==> src/rtl/hazard_ctrl_unit_if.sv <==
// Pipeline-register view seen by the hazard control unit: stage instructions and
// control bits in, hold/kill/bubble/forward controls and debug counters out.
interface hazard_ctrl_unit_if;
  localparam int unsigned INS_W = 19;
  localparam int unsigned CNT_W = 16;

  logic [INS_W-1:0] id_ins;
  logic             id_kill;
  logic [INS_W-1:0] ex_ins;
  logic             ex_regwrite;
  logic             ex_memsel;
  logic             ex_regdst;
  logic [1:0]       ex_pcsel;
  logic [INS_W-1:0] mem_ins;
  logic             mem_regwrite;
  logic             mem_regdst;
  logic [INS_W-1:0] wb_ins;
  logic             wb_regwrite;
  logic             wb_regdst;

  logic             pc_hold;
  logic             if_id_hold;
  logic             if_id_kill;
  logic             id_ex_bubble;
  logic [1:0]       fwd_a;
  logic [1:0]       fwd_b;
  logic [CNT_W-1:0] stall_cnt;
  logic [CNT_W-1:0] flush_cnt;

  // Pipeline side: publishes stage state, consumes controls.
  modport master (
    output id_ins, id_kill,
    output ex_ins, ex_regwrite, ex_memsel, ex_regdst, ex_pcsel,
    output mem_ins, mem_regwrite, mem_regdst,
    output wb_ins, wb_regwrite, wb_regdst,
    input  pc_hold, if_id_hold, if_id_kill, id_ex_bubble,
    input  fwd_a, fwd_b, stall_cnt, flush_cnt
  );

  // Hazard unit side.
  modport slave (
    input  id_ins, id_kill,
    input  ex_ins, ex_regwrite, ex_memsel, ex_regdst, ex_pcsel,
    input  mem_ins, mem_regwrite, mem_regdst,
    input  wb_ins, wb_regwrite, wb_regdst,
    output pc_hold, if_id_hold, if_id_kill, id_ex_bubble,
    output fwd_a, fwd_b, stall_cnt, flush_cnt
  );
endinterface

==> src/rtl/hazard_ctrl_unit.sv <==
// Hazard control: EX operand forwarding, one-cycle load-use stall and a
// multi-cycle front-end flush after an EX redirect, with saturating debug counters.
module hazard_ctrl_unit #(
  parameter int unsigned FLUSH_CYCLES = 2,
  parameter int unsigned RD_LSB       = 11,
  parameter int unsigned RS_LSB       = 8,
  parameter int unsigned RT_LSB       = 5
) (
  input logic              clk,
  input logic              rst,
  hazard_ctrl_unit_if.slave bus
);

  localparam int unsigned INS_W  = 19;
  localparam int unsigned REG_W  = 3;
  localparam int unsigned FCNT_W = 3;
  localparam int unsigned CNT_W  = 16;
  localparam int unsigned SEL_W  = 2;

  localparam logic [SEL_W-1:0] SEL_RF  = 2'b00;
  localparam logic [SEL_W-1:0] SEL_MEM = 2'b01;
  localparam logic [SEL_W-1:0] SEL_WB  = 2'b10;

  typedef enum logic {
    RUN   = 1'b0,
    FLUSH = 1'b1
  } state_e;

  state_e             state_q, state_d;
  logic [FCNT_W-1:0]  fcnt_q, fcnt_d;
  logic [CNT_W-1:0]   stall_cnt_q, stall_cnt_d;
  logic [CNT_W-1:0]   flush_cnt_q, flush_cnt_d;

  logic [REG_W-1:0]   id_rs, id_rt, ex_rs, ex_rt;
  logic [REG_W-1:0]   ex_dest, mem_dest, wb_dest;
  logic               redirect;
  logic               load_use;

  logic               pc_hold_c;
  logic               if_id_hold_c;
  logic               if_id_kill_c;
  logic               id_ex_bubble_c;
  logic [SEL_W-1:0]   fwd_a_c;
  logic [SEL_W-1:0]   fwd_b_c;

  // Only the register fields of each instruction are meaningful here.
  logic               unused_ins_bits;
  assign unused_ins_bits = ^{bus.id_ins, bus.ex_ins, bus.mem_ins, bus.wb_ins};

  function automatic logic [REG_W-1:0] dest_of(input logic [INS_W-1:0] ins,
                                               input logic             regdst);
    return regdst ? ins[RD_LSB +: REG_W] : ins[RT_LSB +: REG_W];
  endfunction

  // EX_MEM result is younger than MEM_REG, so it wins when both match.
  function automatic logic [SEL_W-1:0] fwd_sel(input logic [REG_W-1:0] operand,
                                               input logic             mem_we,
                                               input logic [REG_W-1:0] mem_rd,
                                               input logic             wb_we,
                                               input logic [REG_W-1:0] wb_rd);
    if (mem_we && (mem_rd == operand)) begin
      return SEL_MEM;
    end
    if (wb_we && (wb_rd == operand)) begin
      return SEL_WB;
    end
    return SEL_RF;
  endfunction

  assign id_rs    = bus.id_ins[RS_LSB +: REG_W];
  assign id_rt    = bus.id_ins[RT_LSB +: REG_W];
  assign ex_rs    = bus.ex_ins[RS_LSB +: REG_W];
  assign ex_rt    = bus.ex_ins[RT_LSB +: REG_W];
  assign ex_dest  = dest_of(bus.ex_ins,  bus.ex_regdst);
  assign mem_dest = dest_of(bus.mem_ins, bus.mem_regdst);
  assign wb_dest  = dest_of(bus.wb_ins,  bus.wb_regdst);

  assign redirect = |bus.ex_pcsel;
  assign load_use = ~bus.id_kill & bus.ex_regwrite & bus.ex_memsel &
                    ((ex_dest == id_rs) | (ex_dest == id_rt));

  // Next state, counters and same-cycle pipeline controls.
  always_comb begin
    state_d        = state_q;
    fcnt_d         = fcnt_q;
    stall_cnt_d    = stall_cnt_q;
    flush_cnt_d    = flush_cnt_q;
    pc_hold_c      = 1'b0;
    if_id_hold_c   = 1'b0;
    if_id_kill_c   = 1'b0;
    id_ex_bubble_c = 1'b0;
    fwd_a_c        = fwd_sel(ex_rs, bus.mem_regwrite, mem_dest, bus.wb_regwrite, wb_dest);
    fwd_b_c        = fwd_sel(ex_rt, bus.mem_regwrite, mem_dest, bus.wb_regwrite, wb_dest);

    unique case (state_q)
      RUN: begin
        if (redirect) begin
          state_d        = FLUSH;
          fcnt_d         = FCNT_W'(FLUSH_CYCLES - 1);
          if_id_kill_c   = 1'b1;
          id_ex_bubble_c = 1'b1;
          if (flush_cnt_q != '1) begin
            flush_cnt_d = flush_cnt_q + CNT_W'(1);
          end
        end else if (load_use) begin
          pc_hold_c      = 1'b1;
          if_id_hold_c   = 1'b1;
          id_ex_bubble_c = 1'b1;
          if (stall_cnt_q != '1) begin
            stall_cnt_d = stall_cnt_q + CNT_W'(1);
          end
        end
      end
      FLUSH: begin
        // Load-use is irrelevant here: the ID slot is being killed anyway.
        if_id_kill_c   = 1'b1;
        id_ex_bubble_c = 1'b1;
        if (redirect) begin
          fcnt_d = FCNT_W'(FLUSH_CYCLES - 1);
          if (flush_cnt_q != '1) begin
            flush_cnt_d = flush_cnt_q + CNT_W'(1);
          end
        end else if (fcnt_q == '0) begin
          state_d = RUN;
        end else begin
          fcnt_d = fcnt_q - FCNT_W'(1);
        end
      end
      default: begin
        state_d = RUN;
      end
    endcase

    if (rst) begin
      pc_hold_c      = 1'b0;
      if_id_hold_c   = 1'b0;
      if_id_kill_c   = 1'b1;
      id_ex_bubble_c = 1'b1;
      fwd_a_c        = SEL_RF;
      fwd_b_c        = SEL_RF;
    end
  end

  always_ff @(posedge clk) begin
    if (rst) begin
      state_q     <= RUN;
      fcnt_q      <= '0;
      stall_cnt_q <= '0;
      flush_cnt_q <= '0;
    end else begin
      state_q     <= state_d;
      fcnt_q      <= fcnt_d;
      stall_cnt_q <= stall_cnt_d;
      flush_cnt_q <= flush_cnt_d;
    end
  end

  assign bus.pc_hold      = pc_hold_c;
  assign bus.if_id_hold   = if_id_hold_c;
  assign bus.if_id_kill   = if_id_kill_c;
  assign bus.id_ex_bubble = id_ex_bubble_c;
  assign bus.fwd_a        = fwd_a_c;
  assign bus.fwd_b        = fwd_b_c;
  assign bus.stall_cnt    = stall_cnt_q;
  assign bus.flush_cnt    = flush_cnt_q;

endmodule

==> src/flat_wrapper.sv <==
// flat-port wrapper written by rule: the top's interface ports become plain ports
module hazard_ctrl_unit_flat 
#(
  parameter int unsigned FLUSH_CYCLES = 2,
  parameter int unsigned RD_LSB       = 11,
  parameter int unsigned RS_LSB       = 8,
  parameter int unsigned RT_LSB       = 5
)
  (clk, rst, bus_id_ins, bus_id_kill, bus_ex_ins, bus_ex_regwrite, bus_ex_memsel, bus_ex_regdst, bus_ex_pcsel, bus_mem_ins, bus_mem_regwrite, bus_mem_regdst, bus_wb_ins, bus_wb_regwrite, bus_wb_regdst, bus_pc_hold, bus_if_id_hold, bus_if_id_kill, bus_id_ex_bubble, bus_fwd_a, bus_fwd_b, bus_stall_cnt, bus_flush_cnt);
  hazard_ctrl_unit_if bus_i ();
  input logic clk;
  input logic rst;
  input wire logic [$bits(bus_i.id_ins)-1:0] bus_id_ins;
  input wire logic [$bits(bus_i.id_kill)-1:0] bus_id_kill;
  input wire logic [$bits(bus_i.ex_ins)-1:0] bus_ex_ins;
  input wire logic [$bits(bus_i.ex_regwrite)-1:0] bus_ex_regwrite;
  input wire logic [$bits(bus_i.ex_memsel)-1:0] bus_ex_memsel;
  input wire logic [$bits(bus_i.ex_regdst)-1:0] bus_ex_regdst;
  input wire logic [$bits(bus_i.ex_pcsel)-1:0] bus_ex_pcsel;
  input wire logic [$bits(bus_i.mem_ins)-1:0] bus_mem_ins;
  input wire logic [$bits(bus_i.mem_regwrite)-1:0] bus_mem_regwrite;
  input wire logic [$bits(bus_i.mem_regdst)-1:0] bus_mem_regdst;
  input wire logic [$bits(bus_i.wb_ins)-1:0] bus_wb_ins;
  input wire logic [$bits(bus_i.wb_regwrite)-1:0] bus_wb_regwrite;
  input wire logic [$bits(bus_i.wb_regdst)-1:0] bus_wb_regdst;
  output wire logic [$bits(bus_i.pc_hold)-1:0] bus_pc_hold;
  output wire logic [$bits(bus_i.if_id_hold)-1:0] bus_if_id_hold;
  output wire logic [$bits(bus_i.if_id_kill)-1:0] bus_if_id_kill;
  output wire logic [$bits(bus_i.id_ex_bubble)-1:0] bus_id_ex_bubble;
  output wire logic [$bits(bus_i.fwd_a)-1:0] bus_fwd_a;
  output wire logic [$bits(bus_i.fwd_b)-1:0] bus_fwd_b;
  output wire logic [$bits(bus_i.stall_cnt)-1:0] bus_stall_cnt;
  output wire logic [$bits(bus_i.flush_cnt)-1:0] bus_flush_cnt;
  assign bus_i.id_ins = bus_id_ins;
  assign bus_i.id_kill = bus_id_kill;
  assign bus_i.ex_ins = bus_ex_ins;
  assign bus_i.ex_regwrite = bus_ex_regwrite;
  assign bus_i.ex_memsel = bus_ex_memsel;
  assign bus_i.ex_regdst = bus_ex_regdst;
  assign bus_i.ex_pcsel = bus_ex_pcsel;
  assign bus_i.mem_ins = bus_mem_ins;
  assign bus_i.mem_regwrite = bus_mem_regwrite;
  assign bus_i.mem_regdst = bus_mem_regdst;
  assign bus_i.wb_ins = bus_wb_ins;
  assign bus_i.wb_regwrite = bus_wb_regwrite;
  assign bus_i.wb_regdst = bus_wb_regdst;
  assign bus_pc_hold = bus_i.pc_hold;
  assign bus_if_id_hold = bus_i.if_id_hold;
  assign bus_if_id_kill = bus_i.if_id_kill;
  assign bus_id_ex_bubble = bus_i.id_ex_bubble;
  assign bus_fwd_a = bus_i.fwd_a;
  assign bus_fwd_b = bus_i.fwd_b;
  assign bus_stall_cnt = bus_i.stall_cnt;
  assign bus_flush_cnt = bus_i.flush_cnt;
  hazard_ctrl_unit #(.FLUSH_CYCLES(FLUSH_CYCLES), .RD_LSB(RD_LSB), .RS_LSB(RS_LSB), .RT_LSB(RT_LSB)) u_core (.clk(clk), .rst(rst), .bus(bus_i));
endmodule
==> config.mk <==
export PLATFORM = sky130hd
export DESIGN_NAME = hazard_ctrl_unit_flat
export DESIGN_NICKNAME = d
export VERILOG_FILES = /design/src/rtl/hazard_ctrl_unit_if.sv /design/src/rtl/hazard_ctrl_unit.sv /design/src/flat_wrapper.sv
export SDC_FILE = /design/constraint.sdc
export NUM_CORES = 1
export LEC_CHECK = 0
export CORE_MARGIN = 5
export CORE_UTILIZATION = 49
export DETAILED_ROUTE_END_ITERATION = 16
export DONT_BUFFER_PORTS = 1
export REMOVE_ABC_BUFFERS = 1
export SYNTH_ARGS = -nofsm -noshare
export SYNTH_HDL_FRONTEND = slang
export SYNTH_SLANG_ARGS = --single-unit
export TNS_END_PERCENT = 5
==> constraint.sdc <==
create_clock -name clk -period 3 [get_ports clk]
set_input_delay 0.15 -clock clk [delete_from_list [all_inputs] [get_ports clk]]
set_output_delay 0.15 -clock clk [all_outputs]
set_load 0.02 [all_outputs]
==> summary.md <==
The logs give 2 for the buffer levels on the longest clock path and 0.507 for the starting density of the core. The logs give 0 for the yosys synthesis warning count and 5560 sq um for the area of the die. The total vias in the final route came out at 1719.

The internal power contribution was 0.000713 W. The detailed placer's ending HPWL came out at 3430 um. The wire length of the first global-routing pass is 7620 um, and the switching power of the nets is 0.000236 W.

The portion of the post-synthesis area used by sequential elements came out at 0.353. The number of buffers and inverters on the critical path is 0. The layout cell share with drive strength beyond 1 is 0.0511, and the post-cts sizing count is 0. The core region is 4030 sq um.

Leaving out fill and tap cells, the most frequent cells in the layout are sky130_fd_sc_hd__dfxtp_1 (36), sky130_fd_sc_hd__nor2_1 (32), sky130_fd_sc_hd__xor2_1 (20). CTS built an H-tree with a depth of 2. The share of synthesized area spent on multiplexers came out at 0.0539. The residual antenna-violating net count after detailed routing was 0. The maximum fanout along the worst path was 26. The tools report the total congestion overflow as 0. The run gives 0.174 as the global-route usage over all layers. The part of the total power dissipated in combinational logic came out at 0.097. The kind of path behind the tightest hold check is in -> reg. The switching fraction of total power is 0.248.

In this run the tool buffered the top-level ports with 0 buffer cells. On the critical path the largest part of the delay comes from simple AND/OR/NAND/NOR gates. Clock-pin slew was measured on the worst setup and hold paths at 0.08 ns. The synthesized netlist cell count is 235, and the ratio of final minimum period to clock period is 0.781. The final period demand of the worst path was 2.34 ns. Xor/xnor cell area share of the yosys netlist: 0.154. Measured along the x axis, the die boundary spans 74.6 um. The initial antenna violation count was 0. The number of max-slew violations in the final report is 0.

The run gives 0 as the final hold violation count. The worst setup path is of the reg -> reg kind. Averaged over all synthesized cells, the footprint is 8.70 sq um. Entering global routing, the biggest net connects 37 pins. The tool flagged a number of max-cap violations equal to 0.

The tools report the aggregate negative setup slack as 0 ns. The via count of the first global-routing pass is 1758. Kind of capture point of the worst setup path: a flip-flop.

The top achievable clock speed was 0.427 GHz; the largest voltage drop on the vdd net was 268 uV. After the last flow step, the layout net total stands at 326. The post-synthesis simple-gate area fraction works out to 0.274. The floorplan has 23 rows.

For this run, the slowest stage of the critical path takes 0.58 ns. Setup violations remaining at the end of the flow were counted as 0. The number of top-level pins was 128. The initial detailed-routing violation count was 124. The total CTS buffers was 5. After synthesis, the largest family of logic cells by area is simple AND/OR/NAND/NOR gates. The arithmetic-cell share of the synthesized area counting full adders, half adders and majority gates is 0.0245, and the number of antenna cells inserted is 0. The number of flip-flops and latches in the synthesized netlist works out to 36.

The power per cell area is 436 nW/um^2, and the final core utilization is 0.540. Data on the critical path arrives at its endpoint at 2.55 ns. Number of iterations in the first detailed-routing pass: 4. STA classifies the critical path startpoint as a flip-flop. The run gives 0.378 as the clock network power share. Total stage count of the critical path: 6. The sequential power share is 0.524, and the number of cells on the worst reg-to-reg path is 6.

The run finished with clean final reports. Synthesis-to-finish area growth: 6.36%. The tree built by TritonCTS fans out to 36 sinks. For the final database, setup skew stands at 0.00986 ns.

The synthesized netlist contains 37 unique library cells. Setup repair after global routing left no endpoint under its margin. The most used flip-flop cell after synthesis is sky130_fd_sc_hd__dfxtp_1.

The number of synthesized flops with an enable pin is 0, and the share of the synthesized area in compound gates (AO/OA/AOI/OAI) is 0.107. The via density per instance is 6.03, and the slew at the pin with the worst max-slew slack is 0.863 ns. The number of placed instances with taps included is 276, and the required time at the endpoint of the critical path is 3.21 ns. TritonCTS built the clock tree. Measured along the y axis, the die boundary spans 74.6 um. The leakage component of the power was 0.728 nW; the count of non-filler cells in the finished layout was 285. The signal on the critical path passes through ha_1 > nand3_1 > o31a_1 > o21ai_2 > or4b_1 > a21oi_1. For this design, the slowest cell found on the critical path is sky130_fd_sc_hd__or4b_1. The routability congestion estimate was 0.800; the mean routed wirelength per cell was 16.1 um. The run gives 0.425 as the max-slew headroom at the worst pin. Proportion of register bits with asynchronous set or reset after synthesis: 0.

The total routed wirelength is 4590 um, and the number of DRC violations after detailed routing is 0. The cell area that synthesis handed to floorplanning was 2040 sq um. The cell depth of the worst hold path came out at 2.

CTS root buffer: sky130_fd_sc_hd__clkbuf_8. The library cell used most frequently in the layout, excluding fill and tap cells, is sky130_fd_sc_hd__dfxtp_1. Clock insertion delay at the later pin of the skew report: 0.28 ns.
sequential cells by signal (all words and copies together), names as in the netlist:
register / flops
u_core.bus.flush_cnt: 16
u_core.bus.stall_cnt: 16
u_core.fcnt_q: 3
u_core.state_q: 1
synth_stat cells, types with 2 or more instances:
cell                        instances  area, sq um
sky130_fd_sc_hd__a2111oi_0          2         17.5
sky130_fd_sc_hd__a211oi_1           2         15.0
sky130_fd_sc_hd__a21oi_1           15         75.1
sky130_fd_sc_hd__and3_1             5         31.3
sky130_fd_sc_hd__and4_1             4         35.0
sky130_fd_sc_hd__clkbuf_1           6         22.5
sky130_fd_sc_hd__dfxtp_1           36          721
sky130_fd_sc_hd__ha_1               4         50.1
sky130_fd_sc_hd__inv_1              6         22.5
sky130_fd_sc_hd__mux2i_1           11          110
sky130_fd_sc_hd__nand2_1            7         26.3
sky130_fd_sc_hd__nand3_1           12         60.1
sky130_fd_sc_hd__nand4_1           10         62.6
sky130_fd_sc_hd__nor2_1            32          120
sky130_fd_sc_hd__nor2b_1            4         25.0
sky130_fd_sc_hd__nor4_4             2         42.5
sky130_fd_sc_hd__nor4b_1            2         17.5
sky130_fd_sc_hd__o211ai_1           2         15.0
sky130_fd_sc_hd__o21ai_0            5         25.0
sky130_fd_sc_hd__o31ai_1            6         45.0
sky130_fd_sc_hd__or3_1              6         37.5
sky130_fd_sc_hd__or4_1              6         45.0
sky130_fd_sc_hd__or4b_1             2         20.0
sky130_fd_sc_hd__xnor2_1           16          140
sky130_fd_sc_hd__xor2_1            20          175
layout make-up:
cell class | instances | area [sq um]
multi-input cells | 184 | 1250
flip-flops and latches | 36 | 721
well taps | 50 | 62.6
clock inverters | 1 | 7.51
inverters | 6 | 22.5
clock buffers | 7 | 86.3
fillers | 367 | 1850
repair buffers | 1 | 20.0
path summary, 6_finish.rpt:
check	slack [ns]	start	endpoint
hold reg to reg	0.50	u_core.fcnt_q[1]	u_core.fcnt_q[1]
setup reg to reg	0.66	u_core.bus.stall_cnt[0]	u_core.bus.stall_cnt[15]
hold / removal	0.09	bus_ex_pcsel[0]	u_core.fcnt_q[0]
setup / recovery	0.66	u_core.bus.stall_cnt[0]	u_core.bus.stall_cnt[15]
power by group through the flow:
stage          combinational, W  sequential, W  clock [W]
3_3_place_gp          0.0000794       0.000509          0
3_5_place_dp          0.0000832       0.000509          0
5_1_grt                0.000104       0.000499   0.000393
4_1_cts               0.0000936       0.000498   0.000366
2_1_floorplan         0.0000736       0.000507          0
6_report              0.0000925       0.000498   0.000359
metrics by stage:
| stage | setup WS, ns | hold slack (ns) | total power, W | cell area [sq um] |
|---|---|---|---|---|
| 3_5_place_dp | 0.681 | 0.228 | 0.000592 | 2060 |
| 6_report | 0.657 | 0.0876 | 0.000949 | 2170 |
| 5_1_grt | 0.437 | 0.126 | 0.000997 | 2170 |
| 4_1_cts | 0.651 | 0.0752 | 0.000958 | 2170 |
| 2_1_floorplan | 0.989 | 0.219 | 0.000580 | 2000 |
| 3_3_place_gp | 0.723 | 0.226 | 0.000588 | 2060 |
routing by layer:
layer	global-route usage	share of wire	vias up	wire (um)
li1	-	-	844	-
met4	0.0494	0.010	0	47
met5	0	0	-	0
met2	0.305	0.50	54	2310
met1	0.200	0.40	814	1860
met3	0.0595	0.083	7	380
kinds of logic (layout without fill, tap and decap cells):
family,Yosys count,in the layout
AO/OA/AOI/OAI,35,35
XOR/XNOR,36,36
adder cells (fa/ha/maj),4,4
buffers and inverters,15,15
flip-flops,36,36
multiplexers,11,11
AND/OR/NAND/NOR,98,98
worst register-to-register path: cells and delay by family, from the launching register on:
| family | cells | cell delay (ns) |
|---|---|---|
| flops | 1 | 0.42 |
| simple gates | 2 | 0.89 |
| fa+ha+maj | 1 | 0.28 |
| compound gates | 3 | 0.68 |
repair_timing:
action | 4_1_cts | 5_1_grt
hold endpoints to repair | 36 | 0
setup endpoints to repair | 0 | 0
hold buffers | 1 | 0
setup buffers | 0 | 0
(Power assumes the default switching activity.)
